<file path="src/rtl/mlp_inference_scheduler.sv">
// Single-frame sequencer for the MLP jet tagger: launch, wait for done, settle softmax, argmax, present.
// One frame in flight; s_ready only in IDLE, result held on m_* until m_ready.
module mlp_inference_scheduler #(
    parameter int WIDTH         = 16,
    parameter int NFRAC         = 10,
    parameter int INPUT_SIZE    = 16,
    parameter int OUTPUT_SIZE   = 5,
    parameter int SOFTMAX_DELAY = 2,
    parameter int TIMEOUT       = 1024,
    parameter int LAT_W         = 16
) (
    input  logic                               clk,
    input  logic                               reset,
    input  logic                               s_valid,
    output logic                               s_ready,
    input  logic [WIDTH*INPUT_SIZE-1:0]        s_data,
    output logic                               net_input_ready,
    output logic [WIDTH*INPUT_SIZE-1:0]        net_input_data,
    input  logic                               net_output_ready,
    input  logic [WIDTH*OUTPUT_SIZE-1:0]       net_output_data,
    output logic                               m_valid,
    input  logic                               m_ready,
    output logic [WIDTH*OUTPUT_SIZE-1:0]       m_data,
    output logic [$clog2(OUTPUT_SIZE)-1:0]     m_class,
    output logic                               busy,
    output logic                               timeout_err,
    output logic [LAT_W-1:0]                   frame_count,
    output logic [LAT_W-1:0]                   last_latency
);
    localparam int CLS_W = $clog2(OUTPUT_SIZE);
    localparam int CNT_W = $clog2(TIMEOUT + 1);
    localparam int SET_W = (SOFTMAX_DELAY > 1) ? $clog2(SOFTMAX_DELAY) : 1;
    localparam longint unsigned LAT_MAX = (64'd1 << LAT_W) - 64'd1;

    // Scores carry NFRAC fractional bits but are only compared, so the point must sit inside the word.
    if (NFRAC >= WIDTH || OUTPUT_SIZE < 2) begin : g_param_check
        $error("mlp_inference_scheduler: unsupported NFRAC/OUTPUT_SIZE");
    end

    typedef enum logic [2:0] {S_IDLE, S_LAUNCH, S_WAIT, S_SETTLE, S_ARGMAX, S_OUT} state_t;

    state_t                    state_q, state_d;
    logic [WIDTH*INPUT_SIZE-1:0] feat_q;
    logic signed [WIDTH-1:0]   scores_q [OUTPUT_SIZE];
    logic [CNT_W-1:0]          cnt_q, cnt_inc;
    logic [SET_W-1:0]          settle_q;
    logic [CLS_W-1:0]          idx_q, best_q, best_next, class_q;
    logic [LAT_W-1:0]          frame_q, lat_q, lat_sat;
    logic                      tmo_q;
    logic                      accept, wait_done, wait_tmo, settle_last, capture, argmax_last;

    assign accept      = s_valid && (state_q == S_IDLE);
    assign wait_done   = (state_q == S_WAIT) && net_output_ready;
    assign wait_tmo    = (state_q == S_WAIT) && !net_output_ready && (cnt_q == CNT_W'(TIMEOUT - 1));
    assign settle_last = (state_q == S_SETTLE) && (settle_q == SET_W'(SOFTMAX_DELAY - 1));
    assign capture     = (SOFTMAX_DELAY == 0) ? wait_done : settle_last;
    assign argmax_last = (state_q == S_ARGMAX) && (idx_q == CLS_W'(OUTPUT_SIZE - 1));
    assign cnt_inc     = cnt_q + 1'b1;
    // Strict greater-than keeps the lower index on ties.
    assign best_next   = (scores_q[idx_q] > scores_q[best_q]) ? idx_q : best_q;

    always_comb begin
        lat_sat = LAT_W'(cnt_inc);
        if (64'(cnt_inc) > LAT_MAX) lat_sat = '1;
    end

    always_ff @(posedge clk) begin
        if (reset) state_q <= S_IDLE;
        else       state_q <= state_d;
    end

    always_comb begin
        state_d = state_q;
        case (state_q)
            S_IDLE:   if (accept) state_d = S_LAUNCH;
            S_LAUNCH: state_d = S_WAIT;
            S_WAIT: begin
                if (net_output_ready) state_d = (SOFTMAX_DELAY == 0) ? S_ARGMAX : S_SETTLE;
                else if (wait_tmo)    state_d = S_IDLE;
            end
            S_SETTLE: if (settle_last) state_d = S_ARGMAX;
            S_ARGMAX: if (argmax_last) state_d = S_OUT;
            S_OUT:    if (m_ready) state_d = S_IDLE;
            default:  state_d = S_IDLE;
        endcase
    end

    always_comb begin
        s_ready         = (state_q == S_IDLE);
        net_input_ready = (state_q == S_LAUNCH);
        m_valid         = (state_q == S_OUT);
        busy            = (state_q != S_IDLE);
    end

    always_ff @(posedge clk) begin
        if (reset) begin
            feat_q   <= '0;
            cnt_q    <= '0;
            settle_q <= '0;
            idx_q    <= '0;
            best_q   <= '0;
            class_q  <= '0;
            frame_q  <= '0;
            lat_q    <= '0;
            tmo_q    <= 1'b0;
            for (int k = 0; k < OUTPUT_SIZE; k++) scores_q[k] <= '0;
        end else begin
            if (accept) feat_q <= s_data;
            if (state_q == S_LAUNCH)    cnt_q <= '0;
            else if (state_q == S_WAIT) cnt_q <= cnt_inc;
            if (wait_done) lat_q <= lat_sat;
            if (wait_tmo)  tmo_q <= 1'b1;
            if (state_q == S_WAIT)        settle_q <= '0;
            else if (state_q == S_SETTLE) settle_q <= settle_q + 1'b1;
            if (capture) begin
                for (int k = 0; k < OUTPUT_SIZE; k++)
                    scores_q[k] <= net_output_data[k*WIDTH +: WIDTH];
                best_q <= '0;
                idx_q  <= CLS_W'(1);
            end
            if (state_q == S_ARGMAX) begin
                best_q <= best_next;
                idx_q  <= idx_q + 1'b1;
                if (argmax_last) class_q <= best_next;
            end
            if ((state_q == S_OUT) && m_ready) frame_q <= frame_q + 1'b1;
        end
    end

    always_comb begin
        m_data = '0;
        for (int k = 0; k < OUTPUT_SIZE; k++) m_data[k*WIDTH +: WIDTH] = scores_q[k];
    end

    assign net_input_data = feat_q;
    assign m_class        = class_q;
    assign timeout_err    = tmo_q;
    assign frame_count    = frame_q;
    assign last_latency   = lat_q;
endmodule

</file>
<file path="config.mk">
export PLATFORM = sky130hd
export DESIGN_NAME = mlp_inference_scheduler
export DESIGN_NICKNAME = d
export VERILOG_FILES = /design/src/rtl/mlp_inference_scheduler.sv
export SDC_FILE = /design/constraint.sdc
export NUM_CORES = 1
export LEC_CHECK = 0
export CORE_AREA = 2 2 278 280
export DETAILED_ROUTE_END_ITERATION = 8
export DIE_AREA = 0 0 280 282
export PLACE_DENSITY = 0.51
export RECOVER_POWER = 25
export SLEW_MARGIN = 20
export SYNTH_ARGS = -nofsm -noshare
export SYNTH_HDL_FRONTEND = slang
export SYNTH_SLANG_ARGS = --single-unit
</file>
<file path="constraint.sdc">
create_clock -name clk -period 5.4 [get_ports clk]
set_input_delay 0.54 -clock clk [delete_from_list [all_inputs] [get_ports clk]]
set_output_delay 0.54 -clock clk [all_outputs]
set_load 0.02 [all_outputs]
</file>
==> out/qor.log <==
[outcome] status completed
[final_layout] final-stage net count 2696
[drt] uppermost signal routing layer after detailed routing met5
[drt] DR DRC count 0
[sta] final period utilization 64.99%
[floorplan] number of ports placed on the die boundary 717
[logic_synthesis] flop and latch count out of synthesis 394
[final_layout] most frequent cells in the layout 559 x clkdlybuf4s50_1, 538 x nand2_1, 312 x dfxtp_1
[grt] Tot GR Track Use 14.10%
[drt] length of the first detailed-routing pass in iterations 4
[critical_path] arrival time of data at the critical path endpoint 3.96 ns
[run] max-cap check violation count 0
[grt] global-route wire length before repair 86460 microns
[logic_synthesis] share of Yosys cell area claimed by the top area cell type 40.09%
[placement] global placement routability congestion 0.8083
[logic_synthesis] Yosys warnings 0
[critical_path] required time reported for the critical path endpoint 5.85 ns
[placement] worst slack at placement 1.866 ns
[drt] DR vias/cell 4.221
[floorplan] Placeable Area 0.07570 sq mm
[critical_path] kind of start point of the critical path flip-flop
[drt] number of DRC violations after detailed-routing iteration 0 739
[placement] HPWL reported at the end of detailed placement 43900 microns
[clock_tree] Clock Tree Root clkbuf_16
[drt] met2 WL 28350 microns
[clock_tree] CTS Hold Buffers Added 0
[sta] worst slew margin relative to its limit 2.690%
[sta] Final Hold Fails 0
[clock_tree] clock tree from TritonCTS done
[sta] setup TNS 0 ns
[floorplan] height of the die 282 microns
[critical_path] slowest cell delay on critical path 0.89 ns
[final_layout] most common cell after layout, fill and taps aside clkdlybuf4s50_1
[power_and_ir_drop] total power of the final layout 9.707 mW
[power_and_ir_drop] maximum vdd ir drop 0.2317 mV
[critical_path] classification of the worst setup path flip-flop to flip-flop
[clock_tree] clock buffer count from CTS 47
[critical_path] largest fanout of any net on the critical path 16
[floorplan] floorplan die width 280 microns
[logic_synthesis] number of synthesized flops with an enable pin 80
[clock_tree] insertion delay to the later sink of the worst-skew pair 0.58 ns
[drt] total via count in the routed design 14140
[drt] post-route antenna net violation count 0
[final_layout] fraction of final layout cells with drive strength greater than 1 6.329%
[placement] count of input and output buffers 711
[drt] WL met3 4939 microns
[drt] routed length on met1 23810 microns
[sta] post-layout minimum cycle time 3.509 ns
[clock_tree] post-CTS resize count 0
[logic_synthesis] share of synthesized registers carrying an async set or reset 0%
[grt] number of global-route vias before repair 13980
[power_and_ir_drop] Power Density 384.3 mW/mm^2
[sta] highest clock frequency the design can meet 0.2850 GHz
[critical_path] cell-by-cell trace of the critical path mux4_2 -> mux2_2 -> ha_1 -> a21oi_1 -> o21ai_1 -> o2bb2ai_2 -> o41ai_2 -> nor2_1 -> a32o_1
[drt] Routed wire per std cell 17.63 microns
[sta] number of max-slew violations in the final report 0
[clock_tree] post-CTS setup buffer count 0
[floorplan] starting density of the core 20.72%
[clock_tree] clock-pin slew reported for the worst setup and hold paths after clock tree synthesis 0.06 ns
[floorplan] count of standard-cell rows 101
[sta] actual transition at the worst max-transition pin 1.460 ns
[grt] largest net degree at the start of global routing 169
[critical_path] crit path max-delay cell type dfxtp_1
[sta] worst-case hold slack 0.4001 ns
[logic_synthesis] cell type contributing the most total cell area after synthesis dfxtp_1
[logic_synthesis] number of library cell types mapped by synthesis 56
[final_layout] filler cell count 7740
[grt] global-route congestion overflow total 0
[sta] endpoints failing setup 0
[logic_synthesis] mean post-synth cell area 9.306 sq um
[sta] setup skew after layout 0.01501 ns
[clock_tree] Clock Tree Buf Depth 3
[logic_synthesis] commonest register cell after synthesis dfxtp_1
[sta] setup repair after global routing missed its margin no
[final_layout] post-synthesis to final-layout area growth 61.09%
[logic_synthesis] top cells by area in the synthesized netlist dfxtp_1 40%, edfxtp_1 15%, nand2_1 13%, a21oi_1 8.6%, mux4_2 4.6%
[logic_synthesis] Cell Area, Synth 0.01568 sq mm
[critical_path] kind of end point of the critical path flip-flop
[grt] antenna violations before repair 6
[clock_tree] H-tree lvl count 2
[clock_tree] clock sink count 394
[logic_synthesis] sequential-to-total area share from yosys stat 55.41%
[drt] DRT Wirelength 59070 microns
[min_path] type of the worst min-delay path input port to flip-flop
[sta] fin worst setup slack 1.891 ns
[power_and_ir_drop] Leakage 9.373 nW
[logic_synthesis] Mapped Cells 1685
[floorplan] overall die area 0.07896 sq mm
metrics by stage:
stage	util [%]	instances	cell area, sq um
after detailed placement	31.24	3263	23640
after global placement	31.23	3263	23640
after floorplan	-	1689	15700
after global routing	33.37	3351	25260
final	33.37	3351	25260
after CTS	33.37	3347	25260
synthesized netlist by cell type, types with 8 or more instances:
cell type,instances
a211oi_1,10
a21oi_1,269
and2_1,83
buf_2,35
clkbuf_1,81
dfxtp_1,314
edfxtp_1,80
ha_1,20
inv_1,8
mux2_2,16
mux2i_1,18
mux4_2,32
nand2_1,539
nand3_1,11
nor2_1,56
xnor2_1,11
xor2_1,23
sequential cells by signal, summed over array words and instances, names as in the netlist, named ones only:
register        flops
net_input_data    256
cnt_q              11
best_q              3
idx_q               3
scores_q           80
state_q             3
frame_count        16
last_latency       11
m_class             3
settle_q            1
timeout_err         1
final timing paths:
kind | depth (start not counted) | end | slack, ns | start
setup reg to reg | 9 | best_q[1]$_SDFFE_PP0N_ | 1.89 | flip-flop
hold / removal | 2 | net_input_data[43]$_SDFFE_PP0P_ | 0.40 | reset
setup / recovery | 9 | best_q[1]$_SDFFE_PP0N_ | 1.89 | flip-flop
hold reg to reg | 2 | net_input_data[143]$_SDFFE_PP0P_ | 0.45 | net_input_data[143]$_SDFFE_PP0P_
routing by layer:
metal	global-route usage, %	up-vias
li1	-	6933
met1	16.71	6627
met2	23.58	487
met3	4.748	93
met4	5.348	4
met5	0	-
area by class of cell:
type	count	area, sq um	area share (%)
multi-input combinational	1162	6437	25.48
antenna	3	7.507	0.02972
tap	978	1224	4.844
inverter	8	30.03	0.1189
clock inverter	12	181.4	0.7182
sequential	394	8691	34.40
clock buffer	72	1431	5.666
timing repair buffer	722	7258	28.73
power breakdown:
part           total (mW)  internal, mW  switching [mW]
registers            3.63          3.40           0.224
clock network        3.30          2.02            1.29
logic                2.78          1.13            1.64
total                9.71          6.55            3.16
worst max-delay path, delay by kind of cell, from the launching register on:
kind / cells / cell delay (ns)
AOI/OAI and AO/OA: 5 / 1.29
adders and majority gates: 1 / 0.36
and+or+nand+nor: 1 / 0.16
muxes: 2 / 0.69
DFF: 1 / 0.89
logic make-up (layout without fill, tap and decap cells):
group           Yosys count  after routing  share of synthesized area (%)
simple gates            737            737                          20.19
flops                   394            394                          55.41
compound gates          300            300                          10.33
buf+inv                 133            814                          3.654
mux                      66             66                          6.894
xor+xnor                 34             34                          1.899
fa+ha+maj                20             20                          1.596
other cells               1              8                        0.02391
(Power assumes the default switching activity.)
